`src/rtl/issue_scoreboard.sv`:
```
// Issue/hazard controller: decodes opcodes, holds on RAW/WAW/unit/writeback-port
// conflicts and retires results through a latency-indexed reservation shift register.
module issue_scoreboard #(
  parameter int NUM_REGS = 16,
  parameter int RAW      = 4,
  parameter int LAT_ALU  = 1,
  parameter int LAT_MUL  = 4,
  parameter int LAT_DIV  = 16
) (
  input  logic                clk,
  input  logic                rst_n,
  input  logic                ins_valid,
  input  logic [15:0]         ins_opcode,
  output logic                ins_ready,
  input  logic                flush,
  output logic                issue_valid,
  output logic [3:0]          issue_op,
  output logic [RAW-1:0]      issue_src1,
  output logic [RAW-1:0]      issue_src2,
  output logic [RAW-1:0]      issue_dst,
  output logic                issue_wide,
  output logic                wb_valid,
  output logic [RAW-1:0]      wb_dst,
  output logic                wb_wide,
  output logic [NUM_REGS-1:0] busy_mask,
  output logic                unit_busy
);

  localparam int LW = $clog2(LAT_DIV + 1);
  localparam int IW = (LAT_DIV > 1) ? $clog2(LAT_DIV) : 1;

  logic [3:0]          opField;
  logic                isNop, isImm, isMul, isDiv, isUnit, readsSrc;
  logic [RAW-1:0]      src1, src2, dst, dstHi, wbDstHi;
  logic [LW-1:0]       lat;
  logic [IW-1:0]       latIdx;
  logic [NUM_REGS-1:0] srcMask, dstMask, wbMask;
  logic                rawHit, wawHit, unitHit, slotHit, doIssue;

  logic [LAT_DIV-1:0]          resValid, resWide, resValidNxt, resWideNxt;
  logic [LAT_DIV-1:0][RAW-1:0] resDst, resDstNxt;
  logic [LAT_DIV:0]            resValidExt;

  always_comb begin
    opField  = ins_opcode[15:12];
    isNop    = (opField == 4'd15);
    isImm    = (opField == 4'd4) || (opField == 4'd5);
    isMul    = (opField == 4'd6);
    isDiv    = (opField == 4'd7);
    isUnit   = isMul || isDiv;
    readsSrc = !isNop && !isImm;
    src1     = RAW'(ins_opcode[11:8]);
    src2     = RAW'(ins_opcode[7:4]);
    dst      = isImm ? RAW'(ins_opcode[11:8]) : RAW'(ins_opcode[3:0]);
    dstHi    = dst + RAW'(1);
    lat      = isDiv ? LW'(LAT_DIV) : (isMul ? LW'(LAT_MUL) : LW'(LAT_ALU));
    latIdx   = IW'(lat - LW'(1));
  end

  always_comb begin
    srcMask = (NUM_REGS'(1) << src1) | (NUM_REGS'(1) << src2);
    dstMask = (NUM_REGS'(1) << dst) | (isUnit ? (NUM_REGS'(1) << dstHi) : '0);
    wbDstHi = wb_dst + RAW'(1);
    wbMask  = '0;
    if (wb_valid) begin
      wbMask = (NUM_REGS'(1) << wb_dst) | (wb_wide ? (NUM_REGS'(1) << wbDstHi) : '0);
    end
  end

  // An occupant at index lat lands on lat-1 after the shift, colliding with this issue.
  assign resValidExt = {1'b0, resValid};

  always_comb begin
    rawHit  = readsSrc && (|(busy_mask & srcMask));
    wawHit  = |(busy_mask & dstMask);
    unitHit = isUnit && unit_busy;
    slotHit = resValidExt[lat];
    ins_ready = !flush && (isNop || !(rawHit || wawHit || unitHit || slotHit));
  end

  assign issue_valid = ins_valid && ins_ready;
  assign doIssue     = issue_valid && !isNop;
  assign issue_op    = opField;
  assign issue_src1  = src1;
  assign issue_src2  = src2;
  assign issue_dst   = dst;
  assign issue_wide  = isUnit;

  always_comb begin
    resValidNxt = resValid >> 1;
    resWideNxt  = resWide >> 1;
    resDstNxt   = resDst >> RAW;
    if (doIssue) begin
      resValidNxt[latIdx] = 1'b1;
      resWideNxt[latIdx]  = isUnit;
      resDstNxt[latIdx]   = dst;
    end
  end

  always_ff @(posedge clk or negedge rst_n) begin
    if (!rst_n) begin
      resValid  <= '0;
      resWide   <= '0;
      resDst    <= '0;
      busy_mask <= '0;
      unit_busy <= 1'b0;
      wb_valid  <= 1'b0;
      wb_dst    <= '0;
      wb_wide   <= 1'b0;
    end else if (flush) begin
      resValid  <= '0;
      resWide   <= '0;
      resDst    <= '0;
      busy_mask <= '0;
      unit_busy <= 1'b0;
      wb_valid  <= 1'b0;
      wb_dst    <= '0;
      wb_wide   <= 1'b0;
    end else begin
      resValid  <= resValidNxt;
      resWide   <= resWideNxt;
      resDst    <= resDstNxt;
      wb_valid  <= resValid[0];
      wb_dst    <= resValid[0] ? resDst[0] : '0;
      wb_wide   <= resValid[0] && resWide[0];
      busy_mask <= (busy_mask & ~wbMask) | (doIssue ? dstMask : '0);
      // Only MUL/DIV are wide, so a wide entry reaching index 0 is the unit op retiring.
      if (doIssue && isUnit) begin
        unit_busy <= 1'b1;
      end else if (resValid[0] && resWide[0]) begin
        unit_busy <= 1'b0;
      end
    end
  end

endmodule

```
`config.mk`:
```
export PLATFORM = sky130hd
export DESIGN_NAME = issue_scoreboard
export DESIGN_NICKNAME = d
export VERILOG_FILES = /design/src/rtl/issue_scoreboard.sv
export SDC_FILE = /design/constraint.sdc
export NUM_CORES = 1
export LEC_CHECK = 0
export CELL_PAD_IN_SITES_DETAIL_PLACEMENT = 1
export CELL_PAD_IN_SITES_GLOBAL_PLACEMENT = 2
export CORE_MARGIN = 2
export CORE_UTILIZATION = 35
export CTS_BUF_LIST = sky130_fd_sc_hd__clkbuf_8 sky130_fd_sc_hd__clkbuf_16
export DETAILED_ROUTE_END_ITERATION = 10
export PLACE_DENSITY_LB_ADDON = 0.1
export SETUP_SLACK_MARGIN = 0.2
export SKIP_LAST_GASP = 1
export SYNTH_ARGS = -nofsm -noshare
export SYNTH_HDL_FRONTEND = slang
export SYNTH_SLANG_ARGS = --single-unit
```
`constraint.sdc`:
```
create_clock -name clk -period 8.05 [get_ports clk]
set_input_delay 2.0125 -clock clk [delete_from_list [all_inputs] [get_ports clk]]
set_output_delay 2.0125 -clock clk [all_outputs]
set_load 0.01 [all_outputs]
```
* After elaboration in Yosys (flattened, before gate mapping)
Index checks and enable logic that the tools add are counted.
** Operators by class
- Add/subtract/negate cells :: 3
- Magnitude comparators :: 3
- Equality and inequality tests :: 5
- Shift operators :: 6
- Mux-type cells :: 29
- Bitwise logic cells :: 9
- Reduce and logical (&&, ||, !) cells :: 22
** Operator list (count)
- $mux 16 :: 9
- $mux 64 :: 2
- $shl 1x4->16 const A :: 6
- $bwmux 64 :: 1
- $or 16x16->16 :: 4
- $and 16x16->16 :: 3
- $reduce_or 16->1 :: 2
- $bwmux 16 :: 1
- $demux 4 s4 :: 1
- $eq 4x3->1 const B :: 4
- $mux 4 :: 4
- $not 16->16 :: 1
- $or 15x16->16 :: 1
- $logic_and 1x1->1 :: 9
- $add 4x1->4 const B :: 2
- $mux 1 :: 7
- $logic_or 1x1->1 :: 6
- $lt 5x6->1 const B :: 1
- $bmux 1 s5 :: 1
- $lt 4x5->1 const B :: 1
- $mux 5 :: 1
- $demux 1 s4 :: 1
- $eq 4x4->1 const B :: 1
- $ge 4x1->1 const B :: 1
- 4 further kinds :: 7
** Storage, ports and cells
- Register bits :: 119
- Input bits :: 20
- Output and inout bits :: 42
- Word-level logic and storage cells :: 100

* Depth between registers and ports, before layout
Gate-level depths: netlist of run 1.
- Depth after elaboration :: 20
- Depth in mapped cells :: 14
- Gate-level depth less buffers :: 11

* Worst setup path before layout of run 1
OpenSTA, ideal clock, no wires.
- Path kind :: input -> output
- From :: input port ins_opcode[13]
- To :: output port ins_ready
- Arrival time :: 4.896 ns
- Required time :: 6.037 ns
- Slack :: 1.142 ns
- Stages :: 13
- Path buffers :: 2
- Cell sequence :: nor3b_4 -> mux2_2 -> inv_1 -> ha_1 -> nor4bb_1 -> nand3_1 -> o22ai_1 -> a22oi_1 -> o211a_1 -> buf_4 -> buf_4 -> nand4_1 -> a21oi_1
** Between the ends
- Word-level cells in the longest chain between the ends :: 15
- Elaborated cells on any way between the ends :: 30
- Those cells by class :: add/sub: 1; eq/ne: 5; shift: 2; mux: 6; bitwise: 2; reduce/logical: 14
** Ends and longest elaborated chain
- from (decl) :: line 13 : input logic [15:0] ins_opcode,
- $eq 4x3->1 :: line 47 : isImm = (opField == 4'd4) || (opField == 4'd5);
- $logic_or 1x1->1 (*) :: line 47
- $mux 4 (*) :: line 54 : dst = isImm ? RAW'(ins_opcode[11:8]) : RAW'(ins_opcode[3:0]);
- named net issue_dst[2] :: line 20 : output logic [RAW-1:0] issue_dst,
- $add 4x1->4 :: line 55 : dstHi = dst + RAW'(1);
- $shl 1x4->16 :: line 62 : dstMask = (NUM_REGS'(1) << dst) | (isUnit ? (NUM_REGS'(1) << dstHi) : '0);
- $mux 16 :: line 62
- $or 16x16->16 (*) :: line 62
- $and 16x16->16 (*) :: line 75 : wawHit = |(busy_mask & dstMask);
- $reduce_or 16->1 (*) :: line 75
- $logic_or 1x1->1 (*) (3 in series) :: line 78 : ins_ready = !flush && (isNop || !(rawHit || wawHit || unitHit || slotHit));
- $logic_not 1->1 (*) :: line 78
- $logic_or 1x1->1 (*) :: line 78
- $logic_and 1x1->1 (*) :: line 78
- to (decl) :: line 14 : output logic ins_ready,
The timed path passes the listed nets; every way through them passes the cells marked *. The select of a mux whose other input is x is not followed.

* Final worst setup path of run 1
- From :: input port ins_opcode[13]
- To :: output port ins_ready
** Between the ends
- Word-level cells in the longest chain between the ends :: 15
- Elaborated cells on any way between the ends :: 30
- Those cells by class :: add/sub: 1; eq/ne: 5; shift: 2; mux: 6; bitwise: 2; reduce/logical: 14
** Ends and longest elaborated chain (line)
- $eq 4x3->1 :: 47
- $logic_or 1x1->1 :: 47
- $mux 4 :: 54
- $add 4x1->4 :: 55
- $shl 1x4->16 :: 62
- $mux 16 :: 62
- $or 16x16->16 :: 62
- $and 16x16->16 :: 75
- $reduce_or 16->1 :: 75
- $logic_or 1x1->1 (3 in series) :: 78
- $logic_not 1->1 :: 78
- $logic_or 1x1->1 (*) :: 78
- $logic_and 1x1->1 (*) :: 78
Mark *: on every way between the ends. The rest lies on a longest branch, timed or not. The select of a mux whose other input is x is not followed.

==> reports/metrics.cfg, run 1 <==
[status]
outcome = finished, final reports clean

[synth]
avgSynthCellArea_sq_um = 10.4
yosysWarningCount = 0
synthesis.nets = 548
synth_cells = 522
area_contributors_post_synth = dfrtp_1 (49%), nor2b_1 (6.4%), mux2i_1 (4.1%), o21ai_0 (3.3%), nand2_1 (2.6%)
async_reset_ff_share_pct = 100
synthFlopType = dfrtp_1
synth_cell_type_count = 59
seq_area_frac_synth_pct = 49.3
synthDominantAreaCellType = dfrtp_1
count_of_flip_flops_with_a_built_in_enable_after_synthesis = 0
postSynthRegisterBits = 107
yosys.area.top_type_share_pct = 49.3
synth_area_sq_um = 5430

[cts]
clkLatencyLatePin_ps = 360
ctsRootBufferMaster = clkbuf_16
clkTransAtPathRegs_ps = 80
cts_sinks = 107
htree_levels = 3
cts_hold_repair.buffers = 0
cts-root-to-sink-buffers = 2
cts_tree = built
post_cts_resize_count = 0
cts_inserted_buffers = 9
post-cts-setup-buffers = 0

[route]
avgRoutedWirePerCell_um = 21.2
firstDrtPassIters = 4
avgViaCountPerCell = 5.62
drt_wl_total_um = 16100
drc_violation_count_after_routing = 0
final_antenna_net_count = 0
dr_total_vias = 4255
first_iter_violations = 270

[cells_and_area]
layout.nets = 590
highest_count_cells_in_the_layout_ignoring_fill_and_taps = dfrtp_1 (107), clkdlybuf4s50_1 (59), nor2b_1 (56)
diodes = 0
most_common_cell_after_layout_fill_and_taps_aside = dfrtp_1
area_growth_pct = 18.8
post-route-cell-area_sq_um = 6450
final_layout_size_suffix_gt1_share_pct = 9.31

[global_route]
grt_start_max_net_pins = 79
first_global_vias = 4337
global_route_wire_length_before_repair_um = 25400
global_route.usage.total_pct = 20.3
antenna_found_initial = 0
grt_overflow_total = 0

[worst_setup_path]
startpoint_type = input pin
worst_ep_arrival_time_ps = 5630
cp_max_fanout = 15
critPathKind = input pin to output pin
cp-end-kind = output pin
timing.critical_path.required_ps = 6040

[job]
max-cap-violations = 0

[floorplan]
fp.dieH_um = 129
placeableCoreArea_sq_um = 15200
rows = 45
die_w_um = 129
initial_utilization_pct = 35.7
die_area_sq_um = 16500
ios = 62

[timing]
final_worst_path_cycle_share_pct = 95.0
final_hold_viol_count = 0
fin_tns_setup_ps = 0
worst_clock_skew_ps = 14.4
unrepaired_setup_endpoints_after_global_routing = false
timing.final.ws_setup_ps = 404
maxSlewHeadroom_pct = 45.7
finalHoldWorstSlack_ps = 450
slew_violations = 0
worst_pin_slew_ps = 814
setup-violations-final = 0
min_period_ps = 7650
timing.fmax_ghz = 0.131

[placement]
post-dp-hpwl_um = 11300
place.gp.congestion = 0.854
placement.cell_area_sq_um = 6140
portBuffers = 61
preCtsSetupSlack_ps = 448

[power]
max-vdd-ir-drop_mv = 0.132
power.static_leakage_nw = 2.81
power_density_nw_per_um2 = 176

[worst_hold_path]
min_path_type = register to register

==> registers in the layout (all words and copies together), names as in the netlist <==
register and cells:
wb_wide 1, resWide 10, busy_mask 16, unit_busy 1
wb_valid 1, resValid 10, resDst 64, wb_dst 4
==> report_power, final <==
group	leakage, nW	switching, mW	internal, mW
Combinational	1.17	0.0827	0.0489
Clock	0.152	0.232	0.225
Sequential	1.49	0.00401	0.541
Total	2.81	0.318	0.815
==> cell families (layout without fill, tap and decap cells) <==
kind of cell | Yosys count | count (layout) | share of synthesized area (%)
buffers and inverters | 66 | 113 | 6.33
AO/OA/AOI/OAI | 113 | 113 | 13.6
XOR/XNOR | 2 | 2 | 0.322
AND/OR/NAND/NOR | 199 | 199 | 23.6
flip-flops | 107 | 107 | 49.3
adder cells (fa/ha/maj) | 6 | 6 | 1.38
multiplexers | 29 | 29 | 5.57
==> through the flow <==
| step | total power [mW] | utilization (%) | cells |
|---|---|---|---|
| after detailed placement | 0.689 | 40.4 | 741 |
| after floorplan | 0.625 | - | 522 |
| after CTS | 1.15 | 42.5 | 757 |
| after global placement | 0.686 | 40.4 | 741 |
| final | 1.13 | 42.5 | 757 |
| after global routing | 1.18 | 42.5 | 757 |
==> critical path: stages <==
cell and delay (ps):
clkdlybuf4s50_1 460, nor3b_4 230, buf_4 260, nand3_1 100, o21ai_0 150, ha_1 330, nor4bb_1 660, nand3_1 210
o22ai_1 220, a22oi_1 90, o211a_1 140, nand4_1 160, a21oi_1 90, clkdlybuf4s50_1 520
==> cells in the mapped netlist (all sizes together), types with 2 or more instances <==
| cell | n |
|---|---|
| nor3 | 9 |
| xor2 | 2 |
| o21ai | 36 |
| clkbuf | 26 |
| buf | 25 |
| nand3 | 14 |
| inv | 14 |
| a22o | 2 |
| and3b | 3 |
| dfrtp | 107 |
| and4 | 2 |
| o311ai | 4 |
| a21o | 2 |
| a311oi | 12 |
| a31oi | 18 |
| and2 | 6 |
| mux2i | 22 |
| nor4b | 9 |
| and4b | 8 |
| nor2 | 13 |
| mux2 | 7 |
| a221oi | 2 |
| nand4 | 8 |
| and3 | 4 |
| nor4bb | 14 |
| nor4 | 4 |
| nor2b | 56 |
| nor3b | 4 |
| nand2b | 3 |
| nand3b | 3 |
| o22ai | 8 |
| ha | 6 |
| nand2 | 38 |
| o211ai | 4 |
| a21oi | 14 |
| a32o | 2 |
==> worst paths after layout <==
kind	startpoint	to	slack [ps]	cells past startpoint
worst max-delay path	ins_opcode[13]	ins_ready	400	14
worst min-delay path	resDst[1]	wb_dst[1]	450	1
worst max register to register	busy_mask[14]	busy_mask[10]	5140	6
worst min register to register	resDst[1]	wb_dst[1]	450	1
max in group asynchronous	rst_n	resDst[22]	5190	2
min in group asynchronous	rst_n	busy_mask[6]	1700	1
==> metal layers <==
layer  vias up  wire [um]  part of all wire, %  track usage [%]
li1       1965          -                    -                -
met1      2197       7210                   45             26.1
met2        78       8000                   50             35.1
met3        15        568                  3.5             3.83
met4         0        299                  1.9             5.88
met5         -          0                    0                0
==> cell type report <==
type	count	area (sq um)
tap	188	235
inverter	15	56.3
fill	1669	8750
clock buffer	9	225
timing repair buffer	82	761
clock inverter	7	86.3
multi-input combinational	349	2410
sequential	107	2680
Power figures use the tool's default switching activity.
==> run 2: changes to the inputs <==
- CAP_MARGIN: default -> 20
==> results of run 2 <==
The final DEF is identical to that of run 1; final timing and power are the same.
==> run 3: changes to the inputs <==
- REMOVE_ABC_BUFFERS: default -> 1
==> run 3 against run 2 <==
Global-route usage up 0.21 points. Design area shrank 0.58%. Sequential power barely moved. Largest cell class unchanged.
==> reports/metrics.cfg, run 3 (same netlist as run 1, synthesis figures left out) <==
[worst_hold_path]
worst_hold_path.num_cells = 1  ; unchanged
min_path_type = register to register  ; unchanged
hold_path.startpoint = resDst[3]  ; was resDst[1]
timing.hold.worst_endpoint = wb_dst[3]  ; was wb_dst[1]

[cts]
ctsRootBufferMaster = clkbuf_16  ; unchanged
clkTransAtPathRegs_ps = 80  ; about the same
clkLatencyLatePin_ps = 360  ; about the same
cts_sinks = 107  ; unchanged
htree_levels = 3  ; unchanged
post-cts-setup-buffers = 0  ; unchanged
cts_inserted_buffers = 9  ; unchanged
cts_hold_repair.buffers = 0  ; unchanged
post_cts_resize_count = 0  ; unchanged
cts_tree = built  ; unchanged
cts-root-to-sink-buffers = 2  ; unchanged

[floorplan]
rows = 45  ; unchanged
die_w_um = 129  ; unchanged
ios = 62  ; unchanged
fp.dieH_um = 129  ; unchanged
placeableCoreArea_sq_um = 15200  ; unchanged
initial_utilization_pct = 35.7  ; unchanged
die_area_sq_um = 16500  ; unchanged

[worst_setup_path]
startpoint_type = input pin  ; unchanged
critPathKind = input pin to output pin  ; unchanged
worst_r2r_endpoint = resDst[31]  ; was busy_mask[10]
cp_max_fanout = 15  ; unchanged
r2r.worst_path.cells = 6  ; unchanged
setup.reg_to_reg.worst_slack_ps = 5090  ; was 5140 ps
reg2reg_from = busy_mask[14]  ; unchanged
worst_setup_path_startpoint = ins_opcode[13]  ; unchanged
timing.critical_path.required_ps = 6040  ; about the same
worst_ep_arrival_time_ps = 5450  ; was 5630 ps
cp-end-kind = output pin  ; unchanged

[timing]
unrepaired_setup_endpoints_after_global_routing = false  ; unchanged
min_period_ps = 7460  ; was 7650 ps
timing.final.ws_setup_ps = 590  ; was 404 ps
worst_pin_slew_ps = 999  ; was 814 ps
worst_clock_skew_ps = 10.3  ; was 14.4 ps
slew_violations = 0  ; unchanged
final_worst_path_cycle_share_pct = 92.7  ; was 95.0%
timing.fmax_ghz = 0.134  ; was 0.131 GHz
setup-violations-final = 0  ; unchanged
fin_tns_setup_ps = 0  ; unchanged
final_hold_viol_count = 0  ; unchanged
maxSlewHeadroom_pct = 33.4  ; was 45.7%

[global_route]
global_route.usage.total_pct = 20.5  ; was 20.3%
first_global_vias = 4457  ; was 4,337
grt_start_max_net_pins = 80  ; was 79
grt_overflow_total = 0  ; unchanged
global_route_wire_length_before_repair_um = 25700  ; was 25,400 um
antenna_found_initial = 0  ; unchanged

[route]
drt_wl_total_um = 15900  ; was 16,100 um
avgRoutedWirePerCell_um = 21.1  ; was 21.2 um
avgViaCountPerCell = 5.61  ; was 5.62
firstDrtPassIters = 5  ; was 4
dr_total_vias = 4237  ; was 4,255
first_iter_violations = 264  ; was 270
drc_violation_count_after_routing = 0  ; unchanged
final_antenna_net_count = 0  ; unchanged

[cells_and_area]
final_layout_size_suffix_gt1_share_pct = 8.99  ; was 9.31%
fin_util_pct = 42.2  ; was 42.5%
highest_count_cells_in_the_layout_ignoring_fill_and_taps = dfrtp_1 (107), clkdlybuf4s50_1 (59), nor2b_1 (56)  ; unchanged
layout_top_registers = resDst: 64 flops, busy_mask: 16 flops  ; unchanged
area_growth_pct = 18.1  ; was 18.8%
diodes = 0  ; unchanged
layout.nets = 588  ; was 590
largest-register = resDst  ; unchanged
most_common_cell_after_layout_fill_and_taps_aside = dfrtp_1  ; unchanged
num-fill-cells = 1669  ; unchanged
largest_register_ffs = 64  ; unchanged

[power]
power.share.sequential_pct = 48.9  ; was 48.1%
power_density_nw_per_um2 = 173  ; was 176 nW/um^2
clock_power_share_pct = 39.2  ; was 40.3%
netSwitchingFraction_pct = 27.6  ; was 28.1%
power.static_leakage_nw = 2.80  ; was 2.81 nW
cell_internal_pwr_mw = 0.805  ; was 0.815 mW
power.switching_mw = 0.308  ; was 0.318 mW
max-vdd-ir-drop_mv = 0.0898  ; was 0.132 mV
power.combinational.fraction_pct = 11.8  ; was 11.6%

[job]
max-cap-violations = 0  ; unchanged

[placement]
post-dp-hpwl_um = 11000  ; was 11,300 um
place.gp.congestion = 0.809  ; was 0.854
portBuffers = 61  ; unchanged
preCtsSetupSlack_ps = 468  ; was 448 ps

[status]
outcome = finished, final reports clean  ; unchanged

run 3: cell type report:
cell class / count / area, sq um / area share, %
Sequential cell: 107 / 2680 / 41.7
Multi-Input combinational cell: 349 / 2420 / 37.7
Timing Repair Buffer: 80 / 746 / 11.6
Tap cell: 188 / 235 / 3.67
Inverter: 15 / 56.3 / 0.878
Clock inverter: 7 / 57.6 / 0.897
Clock buffer: 9 / 225 / 3.51
run 3: routing by layer:
metal  part of all wire, %  GRT usage, %  routed length (um)
met4                   1.8          5.95                 285
met1                    48          28.5                7600
met3                   3.3          3.74                 533
met5                     0             0                   0
met2                    47          33.0                7530
run 3: power by group through the flow:
| stage | Combinational [mW] | Clock (mW) | Sequential, mW |
|---|---|---|---|
| after floorplan | 0.0469 | 0 | 0.555 |
| after global placement | 0.131 | 0 | 0.556 |
| after detailed placement | 0.133 | 0 | 0.555 |
| after CTS | 0.133 | 0.449 | 0.545 |
| after global routing | 0.144 | 0.472 | 0.545 |
| final | 0.132 | 0.437 | 0.545 |
run 3: per-stage QoR:
stage | instance area (sq um) | hold slack [ps] | power [mW] | instances
final | 6420 | 453 | 1.11 | 755
after floorplan | 5150 | 428 | 0.602 | 471
after CTS | 6410 | 454 | 1.13 | 755
after global placement | 6130 | 434 | 0.686 | 739
after detailed placement | 6130 | 436 | 0.688 | 739
after global routing | 6420 | 472 | 1.16 | 755
run 3: worst max-delay path: stages:
cell and delay [ps]:
clkdlybuf4s50_1 460, nor3b_4 280, buf_4 270, nand3_1 90
o21ai_0 130, ha_1 330, nor4bb_2 480, a32o_1 290
o21ai_0 90, a32o_1 280, nand4_1 130, a21oi_1 80
clkdlybuf4s50_1 510
run 3: how the worst max path moves through the flow:
| stage | end | depth (start not counted) |
|---|---|---|
| 3_3_place_gp | ins_ready | 13 |
| 5_1_grt | ins_ready | 13 |
| 6_report | ins_ready | 13 |
| 3_5_place_dp | ins_ready | 13 |
| 4_1_cts | ins_ready | 13 |
| 2_1_floorplan | ins_ready | 11 |
